## src/rtl/instr_encoder_loader.sv

```systemverilog
// instr_encoder_loader: turns symbolic instructions from a valid/ready stream
// into 32-bit MIPS-format words and writes them into consecutive imem slots.
module instr_encoder_loader #(
  parameter int unsigned ADDR_W    = 8,
  parameter int unsigned BASE_ADDR = 0
) (
  input  logic              clk,
  input  logic              rst,
  input  logic              start,
  input  logic              in_valid,
  output logic              in_ready,
  input  logic [3:0]        in_op,
  input  logic [4:0]        in_rs,
  input  logic [4:0]        in_rt,
  input  logic [4:0]        in_rd,
  input  logic [15:0]       in_imm,
  input  logic              in_last,
  output logic              imem_we,
  output logic [ADDR_W-1:0] imem_addr,
  output logic [31:0]       imem_wdata,
  output logic [ADDR_W:0]   count,
  output logic              done,
  output logic              full,
  output logic              err_illegal
);

  localparam int unsigned       DEPTH     = 2 ** ADDR_W;
  localparam logic [ADDR_W-1:0] BASE      = ADDR_W'(BASE_ADDR);
  localparam logic [ADDR_W:0]   LAST_SLOT = (ADDR_W + 1)'(DEPTH - 1);
  localparam logic [ADDR_W+1:0] DEPTH_W   = (ADDR_W + 2)'(DEPTH);

  typedef enum logic [1:0] {
    S_IDLE,
    S_LOAD,
    S_DONE,
    S_FULL
  } state_t;

  typedef enum logic [3:0] {
    OP_ADD  = 4'd0,
    OP_SUB  = 4'd1,
    OP_AND  = 4'd2,
    OP_OR   = 4'd3,
    OP_MULT = 4'd4,
    OP_DIV  = 4'd5,
    OP_LW   = 4'd6,
    OP_SW   = 4'd7,
    OP_BEQ  = 4'd8,
    OP_BNE  = 4'd9
  } op_t;

  state_t              state_q, state_d;
  logic [ADDR_W-1:0]   addr_q, addr_d;
  logic [ADDR_W:0]     count_q, count_d;
  logic                pend_q, pend_d;
  logic [31:0]         wdata_q, wdata_d;
  logic                done_q, done_d;
  logic                full_q, full_d;
  logic                err_q, err_d;

  logic                is_r;
  logic                enc_legal;
  logic [5:0]          funct;
  logic [5:0]          opcode;
  logic [31:0]         enc_word;
  logic [ADDR_W+1:0]   occupancy;
  logic                xfer;

  // Opcode/funct map shared with the control_unit decoder.
  always_comb begin
    is_r      = 1'b0;
    enc_legal = 1'b1;
    funct     = '0;
    opcode    = '0;
    case (in_op)
      OP_ADD:  begin is_r = 1'b1; funct = 6'b100000; end
      OP_SUB:  begin is_r = 1'b1; funct = 6'b100010; end
      OP_AND:  begin is_r = 1'b1; funct = 6'b100100; end
      OP_OR:   begin is_r = 1'b1; funct = 6'b100101; end
      OP_MULT: begin is_r = 1'b1; funct = 6'b011000; end
      OP_DIV:  begin is_r = 1'b1; funct = 6'b011010; end
      OP_LW:   opcode = 6'b100011;
      OP_SW:   opcode = 6'b101011;
      OP_BEQ:  opcode = 6'b000100;
      OP_BNE:  opcode = 6'b000101;
      default: enc_legal = 1'b0;
    endcase
    if (is_r) begin
      enc_word = {6'b000000, in_rs, in_rt, in_rd, 5'b00000, funct};
    end else begin
      enc_word = {opcode, in_rs, in_rt, in_imm};
    end
  end

  // Accept only while loading and while the accepted-but-unwritten word still fits.
  always_comb begin
    occupancy = {1'b0, count_q} + (ADDR_W + 2)'(pend_q);
    in_ready  = (state_q == S_LOAD) && (occupancy < DEPTH_W);
    xfer      = in_valid && in_ready;
  end

  // Next state and datapath updates; the write stage runs independently of
  // the FSM so a final word accepted in LOAD still completes while in DONE.
  always_comb begin
    state_d = state_q;
    addr_d  = addr_q;
    count_d = count_q;
    pend_d  = 1'b0;
    wdata_d = wdata_q;
    done_d  = done_q;
    full_d  = full_q;
    err_d   = err_q;

    if (pend_q) begin
      addr_d  = addr_q + ADDR_W'(1);
      count_d = count_q + (ADDR_W + 1)'(1);
      if (count_q == LAST_SLOT) begin
        full_d = 1'b1;
        if (state_q == S_LOAD) begin
          state_d = S_FULL;
        end
      end
    end

    if (xfer) begin
      if (enc_legal) begin
        pend_d  = 1'b1;
        wdata_d = enc_word;
      end else begin
        err_d = 1'b1;
      end
      if (in_last) begin
        state_d = S_DONE;
        done_d  = 1'b1;
      end
    end

    // A restart lets a write already on the bus finish, then rewinds.
    if (start && (state_q != S_LOAD)) begin
      state_d = S_LOAD;
      addr_d  = BASE;
      count_d = '0;
      done_d  = 1'b0;
      full_d  = 1'b0;
      err_d   = 1'b0;
    end
  end

  // FSM state register.
  always_ff @(posedge clk or posedge rst) begin
    if (rst) begin
      state_q <= S_IDLE;
    end else begin
      state_q <= state_d;
    end
  end

  // Address, count, pending write and sticky status registers.
  always_ff @(posedge clk or posedge rst) begin
    if (rst) begin
      addr_q  <= BASE;
      count_q <= '0;
      pend_q  <= 1'b0;
      wdata_q <= '0;
      done_q  <= 1'b0;
      full_q  <= 1'b0;
      err_q   <= 1'b0;
    end else begin
      addr_q  <= addr_d;
      count_q <= count_d;
      pend_q  <= pend_d;
      wdata_q <= wdata_d;
      done_q  <= done_d;
      full_q  <= full_d;
      err_q   <= err_d;
    end
  end

  assign imem_we     = pend_q;
  assign imem_addr   = addr_q;
  assign imem_wdata  = wdata_q;
  assign count       = count_q;
  assign done        = done_q;
  assign full        = full_q;
  assign err_illegal = err_q;

endmodule
```

## config.mk

```make
export PLATFORM = sky130hd
export DESIGN_NAME = instr_encoder_loader
export DESIGN_NICKNAME = d
export VERILOG_FILES = /design/src/rtl/instr_encoder_loader.sv
export SDC_FILE = /design/constraint.sdc
export NUM_CORES = 1
export LEC_CHECK = 0
export BUFFER_PORTS_ARGS = -buffer_cell sky130_fd_sc_hd__buf_2
export CELL_PAD_IN_SITES_DETAIL_PLACEMENT = 0
export CELL_PAD_IN_SITES_GLOBAL_PLACEMENT = 2
export CORE_MARGIN = 1
export CORE_UTILIZATION = 31
export CTS_CLUSTER_DIAMETER = 150
export DETAILED_ROUTE_END_ITERATION = 8
export GPL_TIMING_DRIVEN = 0
export PLACE_DENSITY_LB_ADDON = 0.1
export SETUP_SLACK_MARGIN = 0.05
export SLEW_MARGIN = 10
export SYNTH_ARGS = -nofsm -noshare
export SYNTH_HDL_FRONTEND = slang
export SYNTH_SLANG_ARGS = --single-unit
```

## constraint.sdc

```tcl
create_clock -name clk -period 2.6 [get_ports clk]
set_input_delay 0.13 -clock clk [delete_from_list [all_inputs] [get_ports clk]]
set_output_delay 0.13 -clock clk [all_outputs]
set_load 0.005 [all_outputs]
```

==> flow_metrics.py, run 1 <==
metrics = {
    "global_route": {
        "grt_pass1_wl_mm": 10.1,
        "grt_overflow": 0,
        "grtUsageTotal_pct": 15.2,
        "grt_pass1_vias": 1983,
        "antenna_found_initial": 0,
        "grt_start_max_net_pins": 54,
    },
    "timing": {
        "rsz0062_at_grt": "false",
        "setup_ws_ps": 804,
        "final_hold_viol_count": 0,
        "slew_viol_final": 0,
        "post-route-period-util_pct": 69.1,
        "finalSetupViolations": 0,
        "whs_ps": 31.1,
        "finalSetupTns_ps": 0,
        "fin_skew_ps": 12.2,
        "min_period_ps": 1800,
        "relSlewSlack_pct": 55.0,
        "tightest_slew_ps": 674,
        "fmax_ghz": 0.557,
    },
    "synthesis": {
        "netlist.top_cell.by_area": "dfrtp_1",
        "synth_seq_area_share_pct": 53.6,
        "synth-seq-cells": 53,
        "synth_edf_count": 0,
        "yosysUniqueCellTypes": 43,
        "synthArstFlopShare_pct": 100,
        "synthFlopType": "dfrtp_1",
        "syn_nets": 275,
        "synth_top_area_share_pct": 53.6,
        "synth_area_per_cell_sq_um": 10.7,
        "ys_warn_count": 0,
        "syn_area_sq_mm": 0.00247,
        "synthCells": 232,
        "synth.area.top_cells": "dfrtp_1 (54%), mux2_2 (4.6%), nand2_1 (4.1%), nor2_1 (3.8%), o21ai_0 (3.2%)",
    },
    "setup_path": {
        "crit_chain": "buf_4 -> nand3_2 -> o311ai_2 -> buf_4 -> mux2_2",
        "worstReg2RegStart": "imem_we",
        "start_kind": "register",
        "crit_arrival_ps": 1990,
        "required_ps": 2790,
        "worstSetupStartpoint": "imem_we",
        "cpPeakStageDelay_ps": 380,
        "slowest_stage": "dfrtp_1",
        "crit_fanout": 10,
        "crit_path_frequent_cell": "buf_4",
        "endpoint": "imem_wdata[16]",
        "crit_cells": 5,
        "cp_top_family": "buffers and inverters",
        "crit_path_end_kind": "register",
        "rr_worst_depth": 5,
        "path_class": "reg -> reg",
        "timing.rr.end": "imem_wdata[16]",
        "r2r_slack_ps": 800,
        "cp.buffers_inverters": 2,
    },
    "floorplanning": {
        "fp.dieW_microns": 91.3,
        "die_height_microns": 91.3,
        "rows": 32,
        "start_util_pct": 32.0,
        "die_area_sq_mm": 0.00834,
        "io_pins": 94,
        "core_sq_mm": 0.00773,
    },
    "finish": {
        "drive_gt1_share_pct": 37.3,
        "fillers": 799,
        "layout.nets": 374,
        "fin_cells": 434,
        "seqCellArea_sq_mm": 0.00133,
        "layout_commonest_cell": "buf_2",
        "multiInputGateArea_sq_mm": 0.00103,
        "areaGrowthSynthToFinish_pct": 28.9,
        "utilization_pct": 41.3,
        "final_cell_mix": "buf_2 (92), dfrtp_1 (53), nand2_1 (27)",
        "stdcell_area_sq_mm": 0.00319,
        "n_antenna_cell": 0,
    },
    "power": {
        "ir_worst_vdd_mv": 0.465,
        "leakagePower_nw": 1.61,
        "report.power.total_mw": 2.91,
        "power_density_mw_per_mm2": 912,
    },
    "flow_run": {
        "max-cap-violations": 0,
    },
    "routing": {
        "wire_per_inst_microns": 14.0,
        "drt-vias-per-instance": 4.66,
        "wirelength_mm": 6.07,
        "first_pass_iters": 4,
        "drc": 0,
        "routed-via-count": 2023,
        "final_antenna_net_count": 0,
        "drtIter0Drc": 50,
    },
    "clock_network": {
        "cts_tree": "built",
        "postCtsResizedCells": 0,
        "clk_root_buffer_cell": "clkbuf_8",
        "clkTransAtPathRegs_ps": 100,
        "cts_num_sinks": 53,
        "clock_path_buffers": 2,
        "cts_buffers": 5,
        "htree_levels": 2,
        "clk-insertion-delay-late_ps": 310,
    },
    "placed_design": {
        "place.gp.congestion": 0.732,
        "port_buffers": 91,
        "place_ws_ps": 787,
        "dpl_cell_area_sq_mm": 0.00306,
        "dpl.hpwl_mm": 4.33,
        "dp_cells": 425,
    },
    "run_status": {
        "status": "completed",
    },
    "worst_hold_path": {
        "hold_path_class": "in -> reg",
    },
}
[report_power, final]
| part | total, mW | internal (mW) | switching (mW) |
|---|---|---|---|
| Sequential | 1.30 | 1.11 | 0.188 |
| Clock | 0.597 | 0.314 | 0.283 |
| Combinational | 1.01 | 0.519 | 0.494 |
| Total | 2.91 | 1.94 | 0.965 |
[cells by family (layout without fill, tap and decap cells)]
logic type | count (synthesis) | in the layout | share of synthesized area (%)
and+or+nand+nor | 77 | 77 | 14.7
DFF | 53 | 53 | 53.6
AOI/OAI and AO/OA | 46 | 46 | 13.1
buffers and inverters | 21 | 121 | 4.61
muxes | 17 | 17 | 7.39
xor gates and xnor gates | 14 | 14 | 4.96
adders and majority gates | 3 | 3 | 1.52
other | 1 | 1 | 0.152
[timing repair]
item,4_1_cts,5_1_grt
setup buffers,0,0
hold buffers,1,0
endpoints found under the hold margin,53,0
[area by class of cell]
class	instances	share of cell area, %
clock inverter	2	1.18
multi-input combinational	158	32.4
tap	102	4.00
buffer	14	2.75
timing repair buffer	92	14.6
inverter	7	0.903
sequential	53	41.6
clock buffer	6	2.59
[worst reg2reg max path, delay by kind of cell (launching register included)]
family | cells | cell delay, ps
DFF | 1 | 380
AOI/OAI and AO/OA | 1 | 350
buffers and inverters | 2 | 420
muxes | 1 | 350
and+or+nand+nor | 1 | 180
[cells in the mapped netlist (2+ instances only)]
library cell,n
nand2_1,27
xnor2_1,7
xor2_1,7
a22o_1,2
inv_1,7
mux2i_1,7
nand2b_1,2
ha_1,3
nor3_1,6
mux2_2,10
o32ai_1,2
a221o_1,2
nand4_1,6
a21oi_1,6
and3_1,2
a21o_1,3
buf_4,5
a211oi_1,3
clkbuf_1,6
nor2_1,25
dfrtp_1,53
a22oi_1,2
buf_6,2
o21ai_0,16
nand3_1,3
[how the worst min path moves through the flow]
stage / from / to / slack [ps] / cells past startpoint
global route: start / err_illegal / 20 / 2
floorplan: start / err_illegal / 210 / 1
detailed placement: rst / imem_addr[5] / 290 / 2
CTS: start / err_illegal / 10 / 2
global placement: start / err_illegal / 350 / 2
finish: start / err_illegal / 30 / 2
[sequential cells by signal, summed over array words and instances (netlist names)]
signal / cells
state_q: 2
full: 1
err_illegal: 1
count: 9
imem_addr: 8
imem_we: 1
imem_wdata: 30
done: 1
[layer usage]
metal / part of all wire [%] / global-route usage (%) / routed length [microns] / up-vias
li1: - / - / - / 998
met1: 47 / 20.3 / 2840 / 960
met2: 46 / 24.1 / 2790 / 59
met3: 6.2 / 4.19 / 374 / 6
met4: 0.96 / 3.97 / 58 / 0
met5: 0 / 0 / 0 / -
(Power assumes the default switching activity.)
==> inputs of run 2 (changes only) <==
Settings changed: ABC_AREA from default to 1, CORE_UTILIZATION 31 to 27.
Clock period 2.6 ns to 1.8 ns, I/O delays scaled along.
==> run 2 against run 1 <==
Effect of this change: fmax grew 19%; final cell count increased by 32%; register-to-register slack got worse by 510 ps; non-clock buffer count is 12 higher; via count increased by 19%; area after synthesis up 5.6%; core utilization decreased by 4.1 points; synthesized cell count up 42%; final area up 8.2%; hold slack gained 4.2 ps; critical path type unchanged; highest routed layer unchanged.
==> flow_metrics.py, run 2 <==
metrics = {
    "run_status": {
        "status": "completed",
    },
    "global_route": {
        "grt_pass1_wl_mm": 11.1,
        "grt_pass1_vias": 2401,
        "antenna_found_initial": 0,
        "grt_overflow": 0,
        "grt_start_max_net_pins": 37,
        "grtUsageTotal_pct": 13.8,
    },
    "floorplanning": {
        "die_height_microns": 100,
        "rows": 35,
        "io_pins": 94,
        "core_sq_mm": 0.00928,
        "die_area_sq_mm": 0.0101,
        "start_util_pct": 28.1,
        "fp.dieW_microns": 100,
    },
    "synthesis": {
        "synthMuxAreaShare_pct": 0,
        "synth-simple-area-share_pct": 27.4,
        "synth_top_area_share_pct": 50.8,
        "syn_area_sq_mm": 0.00261,
        "synthTopCellsByCount": "nand2_1 (101), dfrtp_1 (53), inv_1 (39)",
        "synthCells": 330,
        "ys_warn_count": 0,
        "synth_area_per_cell_sq_um": 7.91,
        "synthArstFlopShare_pct": 100,
        "yosysUniqueCellTypes": 26,
        "synthFlopType": "dfrtp_1",
        "yosysMostFrequentCell": "nand2_1",
        "synth_fa_ha_area_share_pct": 1.44,
        "synthXorXnorAreaFrac_pct": 0,
        "syn_nets": 373,
        "synth.area.top_cells": "dfrtp_1 (51%), nand2_1 (15%), o21ai_0 (6.1%), inv_1 (5.6%), nor2_1 (4.5%)",
        "synth-compound-area-share_pct": 10.7,
        "synth_top_family_by_area": "simple AND/OR/NAND/NOR gates",
        "synth_edf_count": 0,
        "netlist.top_cell.by_area": "dfrtp_1",
        "synth-seq-cells": 53,
        "synth_seq_area_share_pct": 50.8,
    },
    "setup_path": {
        "crit_fanout": 10,
        "cpPeakStageDelay_ps": 430,
        "cp.buffers_inverters": 1,
        "required_ps": 2040,
        "crit_arrival_ps": 1740,
        "crit_chain": "nand2_1 -> nor2_1 -> nand2_4 -> nand4_4 -> nor2_8 -> buf_6 -> nand2_1 -> nand2_1",
        "start_kind": "register",
        "crit_path_end_kind": "register",
        "crit_path_frequent_cell": "nand2_1",
        "slowest_stage": "dfrtp_1",
        "path_class": "reg -> reg",
        "cp_top_family": "simple AND/OR/NAND/NOR gates",
    },
    "timing": {
        "final_hold_viol_count": 0,
        "finalSetupViolations": 0,
        "slew_viol_final": 0,
        "min_period_ps": 1500,
        "post-route-period-util_pct": 83.5,
        "fmax_ghz": 0.665,
        "finalSetupTns_ps": 0,
        "rsz0062_at_grt": "false",
        "fin_skew_ps": 9.09,
    },
    "clock_network": {
        "clk_root_buffer_cell": "clkbuf_8",
        "cts_buffers": 5,
        "cts_tree": "built",
        "clk-insertion-delay-late_ps": 300,
        "cts_num_sinks": 53,
        "htree_levels": 2,
        "clock_path_buffers": 2,
        "clkTransAtPathRegs_ps": 100,
    },
    "routing": {
        "met1_length_mm": 3.09,
        "first_pass_iters": 4,
        "drc": 0,
        "wl_met2_mm": 3.29,
        "drt-vias-per-instance": 4.22,
        "drtIter0Drc": 57,
        "wire_per_inst_microns": 11.9,
        "wirelength_mm": 6.78,
        "routed-via-count": 2410,
        "dr_wl_met3_microns": 348,
        "final_antenna_net_count": 0,
        "topRoutingLayerUsed": "met4",
    },
    "finish": {
        "layout_commonest_cell": "nand2_1",
        "fillers": 1038,
        "stdcell_area_sq_mm": 0.00345,
        "areaGrowthSynthToFinish_pct": 32.1,
        "drive_gt1_share_pct": 27.1,
        "final_cell_mix": "nand2_1 (101), buf_2 (94), dfrtp_1 (53)",
        "layout.nets": 484,
        "n_antenna_cell": 0,
        "largest_reg_flops": 30,
    },
    "placed_design": {
        "place.gp.congestion": 0.745,
        "dpl.hpwl_mm": 5.00,
        "dpl_cell_area_sq_mm": 0.00325,
        "port_buffers": 92,
    },
    "power": {
        "power_frac_comb_pct": 36.9,
        "p_int_mw": 2.50,
        "power_density_mw_per_mm2": 1130,
        "p_seq_share_pct": 46.0,
        "power.switching_mw": 1.42,
        "ir_worst_vdd_mv": 0.333,
        "power_switching_share_pct": 36.2,
        "leakagePower_nw": 1.97,
        "power_frac_clock_pct": 17.1,
    },
    "worst_hold_path": {
        "hold_path_class": "in -> reg",
    },
    "flow_run": {
        "max-cap-violations": 0,
    },
}
run 2: area by class of cell:
type | count | area, sq um | share of cell area, %
Buffer | 14 | 103 | 2.98
Multi-Input combinational cell | 224 | 1040 | 30.2
Sequential cell | 53 | 1330 | 38.5
Timing Repair Buffer | 104 | 591 | 17.1
Tap cell | 129 | 161 | 4.68
Clock buffer | 8 | 80.1 | 2.32
Inverter | 39 | 146 | 4.25
run 2: what timing repair did:
action | CTS | global route
gates resized for setup | 0 | 1
setup endpoints to repair | 0 | 1
hold buffers | 11 | 0
hold endpoints to repair | 27 | 0
buffers inserted | 0 | 0
run 2: kinds of logic (layout without fill, tap and decap cells):
group / count (synthesis) / after routing
and+or+nand+nor: 166 / 166
adders and majority gates: 3 / 3
buffers and inverters: 53 / 165
other: 1 / 1
DFF: 53 / 53
AOI/OAI and AO/OA: 54 / 54
run 2: final timing paths:
kind,startpoint,endpoint,slack [ps],depth (start not counted)
max,count[4],imem_wdata[3],300,8
min reg2reg,imem_wdata[28],imem_wdata[28],480,2
max reg2reg,count[4],imem_wdata[3],300,8
min in group asynchronous,rst,imem_addr[0],330,3
min,in_op[0],imem_wdata[29],40,3
max in group asynchronous,rst,imem_wdata[24],920,4
run 2: metal layers:
layer	GRT usage, %	vias to the layer above
li1	-	1255
met5	0	-
met3	3.06	2
met1	16.3	1097
met4	3.34	0
met2	25.2	56
run 2: per-stage QoR:
step	hold WS, ps	util (%)	power (mW)	instances	worst slack, ps
detailed placement	130	35.0	3.29	552	245
floorplan	207	-	2.59	330	422
global placement	292	34.8	3.26	551	-480
CTS	22.9	37.1	3.99	571	208
finish	35.3	37.1	3.91	571	296
global route	63.5	37.1	4.28	571	148
run 2: power groups by stage:
stage | combinational (mW) | clock [mW] | sequential [mW]
6_report | 1.44 | 0.668 | 1.80
3_5_place_dp | 1.47 | 0 | 1.82
3_3_place_gp | 1.45 | 0 | 1.81
4_1_cts | 1.48 | 0.703 | 1.80
2_1_floorplan | 0.752 | 0 | 1.84
5_1_grt | 1.67 | 0.756 | 1.86
run 2: worst min-delay path, stage by stage:
cell and delay [ps]:
buf_2 90, nand3_1 60, nand2_1 60
==> inputs of run 3 (changes only) <==
Clock period 1.8 ns to 1.45 ns, I/O delays scaled along.
==> run 3 against run 2 <==
Effect of this change: final cell count increased by 2.8%; highest routed layer unchanged; combinational power up 45%; die area unchanged; setup slack lost 290 ps; count of clock-buffer cells in the layout did not move; largest power group unchanged; critical path type unchanged; via count up 3.7%.
==> flow_metrics.py, run 3 (same netlist as run 2, synthesis figures left out) <==
metrics = {
    "global_route": {
        "grt_pass1_vias": 2458,
        "met3_usage_pct": 3.06,
        "grt-busiest-layer": "met2",
        "grtUsageTotal_pct": 14.1,
        "grt_start_max_net_pins": 37,
        "grt_pass1_wl_mm": 11.3,
        "grt_overflow": 0,
        "antenna_found_initial": 0,
        "grt.met2_usage_pct": 26.0,
        "grtUsageMet1_pct": 16.5,
    },
    "timing": {
        "fin_skew_ps": 8.72,
        "whs_ps": 14.1,
        "min_period_ps": 1440,
        "finalSetupViolations": 0,
        "post-route-period-util_pct": 99.2,
        "slew_viol_final": 0,
        "rsz0062_at_grt": "true",
        "final_hold_viol_count": 0,
        "fmax_ghz": 0.695,
    },
    "worst_hold_path": {
        "hold_path_class": "in -> reg",
    },
    "placed_design": {
        "dpl.hpwl_mm": 5.00,
        "port_buffers": 92,
        "dp_cells": 552,
        "place.gp.congestion": 0.745,
    },
    "power": {
        "power_frac_clock_pct": 16.2,
        "p_seq_share_pct": 43.4,
        "power.switching_mw": 1.89,
        "leakagePower_nw": 2.09,
        "power_frac_comb_pct": 40.4,
        "p_int_mw": 3.29,
        "power_density_mw_per_mm2": 1400,
        "power_switching_share_pct": 36.5,
        "ir_worst_vdd_mv": 0.440,
    },
    "routing": {
        "final_antenna_net_count": 0,
        "first_pass_iters": 4,
        "wirelength_mm": 7.25,
        "routed-via-count": 2499,
        "wire_per_inst_microns": 12.4,
        "drtIter0Drc": 63,
        "drc": 0,
        "drt-vias-per-instance": 4.26,
    },
    "finish": {
        "seqCellArea_sq_mm": 0.00133,
        "final_cell_mix": "nand2_1 (99), buf_2 (94), dfrtp_1 (52)",
        "n_antenna_cell": 0,
        "largest_reg_flops": 30,
        "areaGrowthSynthToFinish_pct": 41.5,
        "layout.nets": 500,
        "fin_cells": 587,
        "layout_commonest_cell": "nand2_1",
        "drive_gt1_share_pct": 33.4,
        "multiInputGateArea_sq_mm": 0.00114,
        "fillers": 1018,
    },
    "floorplanning": {
        "start_util_pct": 28.1,
        "io_pins": 94,
        "die_area_sq_mm": 0.0101,
        "die_height_microns": 100,
        "rows": 35,
        "core_sq_mm": 0.00928,
        "fp.dieW_microns": 100,
    },
    "flow_run": {
        "max-cap-violations": 0,
    },
    "setup_path": {
        "crit_fanout": 5,
        "required_ps": 1640,
        "crit_path_end_kind": "register",
        "crit_arrival_ps": 1630,
        "start_kind": "register",
        "path_class": "reg -> reg",
    },
    "clock_network": {
        "htree_levels": 2,
        "clkTransAtPathRegs_ps": 100,
        "cts_num_sinks": 53,
        "cts_buffers": 5,
        "clock_path_buffers": 2,
        "clk_root_buffer_cell": "clkbuf_8",
        "cts_tree": "built",
        "clk-insertion-delay-late_ps": 300,
    },
    "run_status": {
        "status": "completed",
    },
}
run 3: changes by cell type in the layout (fill, tap and decap cells not counted), sizes merged:
cell,delta
buf,+15
nand4,+1
run 3: power groups by stage:
| stage | clock [mW] | combinational (mW) | sequential, mW |
|---|---|---|---|
| after floorplan | 0 | 0.933 | 2.28 |
| after global placement | 0 | 1.80 | 2.25 |
| after detailed placement | 0 | 1.82 | 2.26 |
| after CTS | 0.873 | 1.95 | 2.24 |
| after global routing | 0.939 | 2.38 | 2.32 |
| final | 0.837 | 2.09 | 2.25 |
run 3: final timing paths:
path,slack (ps),to,start,depth (start not counted)
worst max-delay path,10,imem_wdata[4],imem_we,7
worst min-delay path,10,imem_wdata[29],in_op[0],3
worst max register to register,10,imem_wdata[4],imem_we,7
worst min register to register,480,imem_wdata[14],imem_wdata[14],2
max in group asynchronous,590,imem_wdata[24],rst,4
min in group asynchronous,310,imem_addr[0],rst,3
run 3: repair_timing:
action | 4_1_cts | 5_1_grt
gates resized for setup | 11 | 31
pin swaps | 3 | 5
hold endpoints to repair | 27 | 0
hold buffers | 11 | 0
setup buffers | 9 | 3
endpoints found under the setup margin | 37 | 44
cloned | 1 | 3
run 3: per-stage QoR:
| stage | TNS [ps] | instance area [sq um] | util (%) | power, mW | setup WS [ps] |
|---|---|---|---|---|---|
| 6_report | 0 | 3690 | 39.8 | 5.18 | 11.2 |
| 5_1_grt | -2640 | 3690 | 39.8 | 5.64 | -108 |
| 4_1_cts | -1.92 | 3560 | 38.4 | 5.06 | -1.92 |
| 3_5_place_dp | -822 | 3250 | 35.0 | 4.08 | -105 |
| 3_3_place_gp | -43830 | 3230 | 34.8 | 4.05 | -813 |
| 2_1_floorplan | 0 | 2610 | - | 3.22 | 71.7 |
run 3: layout make-up:
type	count	area share (%)
well taps	129	4.37
clock buffers	8	2.17
multi-input cells	225	30.8
repair buffers	119	19.4
inverters	39	3.96
plain buffers	14	3.35
flip-flops and latches	53	35.9
run 3: worst max-delay path, stage by stage, from the launching register on:
cell and delay (ps):
dfrtp_1 430, nand3_1 120, nor2_2 60, nand2_4 90
nand4_4 190, buf_4 230, o21ai_0 140, nand2_1 60
run 3: routing by layer:
| metal | wire length (microns) | vias up |
|---|---|---|
| met5 | 0 | - |
| met4 | 46 | 0 |
| met3 | 343 | 2 |
| met2 | 3640 | 53 |
| met1 | 3220 | 1150 |
| li1 | - | 1294 |
